==> config.mk <==
export PLATFORM = sky130hd
export DESIGN_NAME = vga_timing_gen
export DESIGN_NICKNAME = d
export VERILOG_FILES = /design/src/rtl/vga_timing_gen.sv
export SDC_FILE = /design/constraint.sdc
export NUM_CORES = 1
export LEC_CHECK = 0
export BUFFER_PORTS_ARGS = -buffer_cell sky130_fd_sc_hd__buf_4
export CORE_ASPECT_RATIO = 0.9
export CORE_MARGIN = 1
export CORE_UTILIZATION = 52
export CTS_CLUSTER_DIAMETER = 50
export DETAILED_ROUTE_END_ITERATION = 10
export MAX_ROUTING_LAYER = met4
export PLACE_DENSITY = 0.8
export SLEW_MARGIN = 20
export SYNTH_ARGS = -nofsm -noshare
export SYNTH_HDL_FRONTEND = slang
export SYNTH_SLANG_ARGS = --single-unit
export TNS_END_PERCENT = 5
==> constraint.sdc <==
create_clock -name clk -period 2.2 [get_ports clk]
set_input_delay 0.33 -clock clk [delete_from_list [all_inputs] [get_ports clk]]
set_output_delay 0.33 -clock clk [all_outputs]
set_load 0.01 [all_outputs]
==> src/rtl/vga_timing_gen.sv <==
// rtl/vga_timing_gen.sv - VGA raster timing generator with front/back buffer swap handshake
//
// Ports:
//   clk                      system clock; pixels advance every second clk
//   rst                      asynchronous active-low reset
//   in_red/in_green/in_blue  frame-buffer pixel, valid one pixel period after hc/vc addressed it
//   swap_req                 level request to flip front/back buffers
//   hc, vc                   current pixel column / line (frame-buffer address)
//   hsync, vsync             active-low sync, aligned with red/green/blue at the pins
//   red, green, blue         4-bit DAC colour, forced to 0 outside the visible area
//   front_sel                buffer currently scanned out
//   swap_ack                 one-clk pulse when front_sel flips
//   frame_start              one-clk pulse when hc/vc wrap to 0/0
module vga_timing_gen #(
    parameter int H_ACTIVE = 640,
    parameter int H_FP     = 16,
    parameter int H_SYNC   = 96,
    parameter int H_BP     = 48,
    parameter int V_ACTIVE = 480,
    parameter int V_FP     = 10,
    parameter int V_SYNC   = 2,
    parameter int V_BP     = 33
) (
    input  logic       clk,
    input  logic       rst,
    input  logic [2:0] in_red,
    input  logic [2:0] in_green,
    input  logic [1:0] in_blue,
    input  logic       swap_req,
    output logic [9:0] hc,
    output logic [9:0] vc,
    output logic       hsync,
    output logic       vsync,
    output logic [3:0] red,
    output logic [3:0] green,
    output logic [3:0] blue,
    output logic       front_sel,
    output logic       swap_ack,
    output logic       frame_start
);

    localparam int H_TOTAL = H_ACTIVE + H_FP + H_SYNC + H_BP;
    localparam int V_TOTAL = V_ACTIVE + V_FP + V_SYNC + V_BP;

    localparam logic [9:0] H_LAST     = 10'(H_TOTAL - 1);
    localparam logic [9:0] H_VIS      = 10'(H_ACTIVE);
    localparam logic [9:0] H_SYNC_BEG = 10'(H_ACTIVE + H_FP);
    localparam logic [9:0] H_SYNC_END = 10'(H_ACTIVE + H_FP + H_SYNC);
    localparam logic [9:0] V_LAST     = 10'(V_TOTAL - 1);
    localparam logic [9:0] V_VIS      = 10'(V_ACTIVE);
    localparam logic [9:0] V_SYNC_BEG = 10'(V_ACTIVE + V_FP);
    localparam logic [9:0] V_SYNC_END = 10'(V_ACTIVE + V_FP + V_SYNC);

    typedef enum logic [1:0] {
        S_IDLE,
        S_PENDING,
        S_FLIP,
        S_WAIT_LOW
    } swap_state_e;

    logic        pix_en_q;
    logic [9:0]  hc_q, hc_d;
    logic [9:0]  vc_q, vc_d;
    logic        frame_start_q, frame_start_d;
    logic        hsync_raw, vsync_raw, active_raw;
    logic        hsync_p_q, vsync_p_q, active_p_q;
    logic        hsync_q, vsync_q;
    logic [3:0]  red_q, green_q, blue_q;
    logic        flip_point;
    swap_state_e state_q, state_d;
    logic        front_sel_q, front_sel_d;
    logic        swap_ack_q, swap_ack_d;

    always_comb begin
        hc_d          = hc_q;
        vc_d          = vc_q;
        frame_start_d = 1'b0;
        if (pix_en_q) begin
            if (hc_q == H_LAST) begin
                hc_d = '0;
                if (vc_q == V_LAST) begin
                    vc_d          = '0;
                    frame_start_d = 1'b1;
                end else begin
                    vc_d = vc_q + 10'd1;
                end
            end else begin
                hc_d = hc_q + 10'd1;
            end
        end
    end

    assign hsync_raw  = ~((hc_q >= H_SYNC_BEG) && (hc_q < H_SYNC_END));
    assign vsync_raw  = ~((vc_q >= V_SYNC_BEG) && (vc_q < V_SYNC_END));
    assign active_raw = (hc_q < H_VIS) && (vc_q < V_VIS);

    // Two-stage alignment. On the pix_en edge that retires pixel N the sync and
    // active flags of N are captured (one pixel delay). On the following
    // mid-pixel edge the RAM data for N has settled, so colour and the delayed
    // syncs are loaded together and leave the chip in the same clk.
    always_ff @(posedge clk or negedge rst) begin
        if (!rst) begin
            pix_en_q      <= 1'b0;
            hc_q          <= '0;
            vc_q          <= '0;
            frame_start_q <= 1'b0;
            hsync_p_q     <= 1'b1;
            vsync_p_q     <= 1'b1;
            active_p_q    <= 1'b0;
            hsync_q       <= 1'b1;
            vsync_q       <= 1'b1;
            red_q         <= '0;
            green_q       <= '0;
            blue_q        <= '0;
        end else begin
            pix_en_q      <= ~pix_en_q;
            hc_q          <= hc_d;
            vc_q          <= vc_d;
            frame_start_q <= frame_start_d;
            if (pix_en_q) begin
                hsync_p_q  <= hsync_raw;
                vsync_p_q  <= vsync_raw;
                active_p_q <= active_raw;
            end else begin
                hsync_q <= hsync_p_q;
                vsync_q <= vsync_p_q;
                red_q   <= active_p_q ? {in_red, in_red[2]}     : 4'd0;
                green_q <= active_p_q ? {in_green, in_green[2]} : 4'd0;
                blue_q  <= active_p_q ? {in_blue, in_blue}      : 4'd0;
            end
        end
    end

    // The only flip opportunity is the pixel period of hc=0 on the first
    // blanking line, so the buffer never changes while visible lines are drawn.
    assign flip_point = pix_en_q && (hc_q == '0) && (vc_q == V_VIS);

    always_ff @(posedge clk or negedge rst) begin
        if (!rst) begin
            state_q     <= S_IDLE;
            front_sel_q <= 1'b0;
            swap_ack_q  <= 1'b0;
        end else begin
            state_q     <= state_d;
            front_sel_q <= front_sel_d;
            swap_ack_q  <= swap_ack_d;
        end
    end

    // front_sel and swap_ack change on the edge that enters FLIP, so the ack
    // pulse spans exactly the FLIP clk. WAIT_LOW demands swap_req drop before
    // another request can be accepted.
    always_comb begin
        state_d     = state_q;
        front_sel_d = front_sel_q;
        swap_ack_d  = 1'b0;
        case (state_q)
            S_IDLE: begin
                if (swap_req) begin
                    state_d = S_PENDING;
                end
            end
            S_PENDING: begin
                if (flip_point) begin
                    state_d     = S_FLIP;
                    front_sel_d = ~front_sel_q;
                    swap_ack_d  = 1'b1;
                end
            end
            S_FLIP: begin
                state_d = S_WAIT_LOW;
            end
            S_WAIT_LOW: begin
                if (!swap_req) begin
                    state_d = S_IDLE;
                end
            end
            default: begin
                state_d = S_IDLE;
            end
        endcase
    end

    assign hc          = hc_q;
    assign vc          = vc_q;
    assign hsync       = hsync_q;
    assign vsync       = vsync_q;
    assign red         = red_q;
    assign green       = green_q;
    assign blue        = blue_q;
    assign front_sel   = front_sel_q;
    assign swap_ack    = swap_ack_q;
    assign frame_start = frame_start_q;

endmodule

==> qor.txt <==
status - finished with violations
failing checks - hold timing
critical path's largest stage delay - 510 ps
WHS - -11.6 ps
Syn-to-layout area delta - 26.8%
syn_area_per_cell - 10.2 um2
total die area - 3980 um2
critical path class - flip-flop to flip-flop
Comb power frac - 3.9%
Vias/cell - 5.58
power share of the sequential group - 48.5%
min Tclk post-route - 1980 ps
TritonCTS Sinks - 39
clock latency on the worst-skew pair - 300 ps
Root Buffer - clkbuf_8
unrepaired setup endpoints after global routing - false
TNS Setup - 0 ps
net switching power - 297 uW
vias in the first global route - 1433
Net count, final - 260
IO Pins - 48
global route overflow - 0
Tot GR Track Use - 23.2%
Avg WL per Cell - 14.2 um
final setup violation count - 0
Resize count post-CTS - 0
CP Capture Type - flip-flop
Rel. slew slack - 64.7%
final antenna-violating net count - 0
first-pass GRT wire length - 6.55 mm
startpoint types - flip-flop
CTS H-tree depth - 2
first-pass iteration count of the detailed router - 4
Post-Synthesis Cells - 191
FF+latch count, synth - 39
worst clock skew - 8.43 ps
final period utilization - 89.9%
Ys Warns - 0
Die X - 66.4 um
Tightest Hold Check Type - primary input to async pin
ANT cells - 0
total chip power - 1500 uW
P_leak - 0.00120 uW
Clk pwr share - 47.6%
r2r setup slk - 220 ps
total number of vias - 1589
Peak VDD IR - 0.000402 V
cell area after synthesis - 1940 um2
Initial Utilization - 55.8%
number of flops mapped to enable cells by yosys - 0
Async S/R FF share, synth - 100%
DP Wirelength - 2.88 mm
drt total wl - 4.04 mm
CTS Buffer Depth - 2
I/O Buffers - 47
syn_nets - 211
Rows - 20
critical path cell sequence - or3_4 -> or3_1 -> or3_1 -> o21ai_0
Switching Fraction - 19.7%
cts hold-fix bufs - 0
core box area - 3480 um2
max-slew violation count - 0
postcts setup bufs - 0
Max-cap violations - 0
Critical Path RT - 2410 ps
share of layout cells above drive strength 1 - 29.9%
CTS tree - built
clock transition at the registers of the reported paths - 80 ps
DIE HEIGHT - 60.0 um
Synth area leaders - dfrtp_1 (45%), ha_1 (5.8%), dfstp_2 (5.4%)
Slowest-stage cell, CP - or3_1
# DRC - 0
gp weighted congestion - 0.831
CTS Buf Count - 5
endpoints failing hold - 7
WP data arrival - 2190 ps
initial antenna violation count - 0
Crit Path Max Fanout - 9
Synth top area share - 45.1%
register area share after synthesis - 50.5%
Most common cell on crit path - or3_1
Yosys cell types - 40
Yosys top cell by area - dfrtp_1
Synth Flop Type - dfrtp_1
largest net degree at the start of global routing - 40
final core utilization - 70.8%
PD cells - 611 nW/um2
Iter 0 DRT Violations - 72
Max Freq - 506 MHz
internal power consumption - 1210 uW
Worst-Margin Slew - 524 ps
-- critical path: cells and delay by family (launching register included) --
family	cells	cell delay, ps
AND/OR/NAND/NOR	3	1340
AO/OA/AOI/OAI	1	100
flip-flops	1	440
-- worst paths after layout --
check / from / to / cells after the start
worst max-delay path: hc[6] / vc[9] / 4
worst min-delay path: rst / hc[0] / 1
worst max register to register: hc[6] / vc[9] / 4
worst min register to register: front_sel / front_sel / 1
max in group asynchronous: rst / hsync_p_q / 1
min in group clk: in_blue[1] / blue[1] / 2
-- power by group through the flow --
stage | Sequential [uW] | Combinational (uW) | Clock [uW]
floorplan | 746 | 15.3 | 0
global placement | 742 | 59.0 | 0
detailed placement | 743 | 59.8 | 0
CTS | 729 | 60.0 | 719
global route | 730 | 66.0 | 755
finish | 729 | 58.8 | 715
-- state kept, by name, indices dropped and copies added, names as in the netlist, 2 cells and up --
register and cells:
state_q 2, vc 10, hc 10, blue 2, red 3, green 3
-- final cells by class --
type                       count  area, um2
sequential                    39        981
timing repair buffer          52        390
fill                         276       1020
multi-input combinational    133        865
inverter                       9       33.8
tap                           44       55.1
clock buffer                   5       68.8
clock inverter                 3       67.6
-- logic make-up after synthesis --
family,count (synthesis),synth area share (%)
AO/OA/AOI/OAI,31,10.1
XOR/XNOR,12,5.42
adder cells (fa/ha/maj),9,5.80
buffers and inverters,19,4.90
flip-flops,39,50.5
multiplexers,5,2.84
AND/OR/NAND/NOR,76,20.4
-- cell usage after synthesis (2+ instances only) --
cell       n
a21oi_1    2
a22o_1     4
a31oi_1    3
and3_1     4
buf_4      4
clkbuf_1   4
dfrtp_1   35
dfstp_2    4
ha_1       9
inv_1      9
mux2_2     4
nand2_1   20
nand3_1    7
nand4_1    7
nor2_1    14
nor2b_1    3
nor3_1     6
nor3b_1    2
nor4_1     2
o21ai_0   16
or3_1      3
xnor2_1    6
xor2_1     6
-- routing by layer --
metal | wire length, um | part of all wire (%) | vias up | track usage [%]
met5 | 0 | 0 | - | -
met4 | 61 | 1.5 | 0 | 6.38
met3 | 199 | 4.9 | 9 | 5.92
met2 | 1860 | 46 | 47 | 35.6
met1 | 1910 | 47 | 768 | 30.9
li1 | - | - | 765 | -
-- metrics by stage --
stage          setup WS [ps]  instances  instance area (um2)
4_1_cts                  217        285                 2460
5_1_grt                  118        285                 2460
2_1_floorplan            325        191                 1940
3_5_place_dp             238        277                 2320
3_3_place_gp             329        277                 2320
6_report                 223        285                 2460
-- cells in the final DEF, fill, tap and decap left out, types with 4 or more instances in the layout --
cell | Yosys | routed
buf_4 | 4 | 52
dfrtp_1 | 35 | 35
nand2_1 | 20 | 20
o21ai_0 | 16 | 16
nor2_1 | 14 | 14
inv_1 | 9 | 9
ha_1 | 9 | 9
nand4_1 | 7 | 7
nand3_1 | 7 | 7
nor3_1 | 6 | 6
xnor2_1 | 6 | 6
xor2_1 | 6 | 6
clkbuf_8 | 0 | 5
and3_1 | 4 | 4
a22o_1 | 4 | 4
mux2_2 | 4 | 4
dfstp_2 | 4 | 4
No activity file was read; power rests on OpenSTA's default activity.
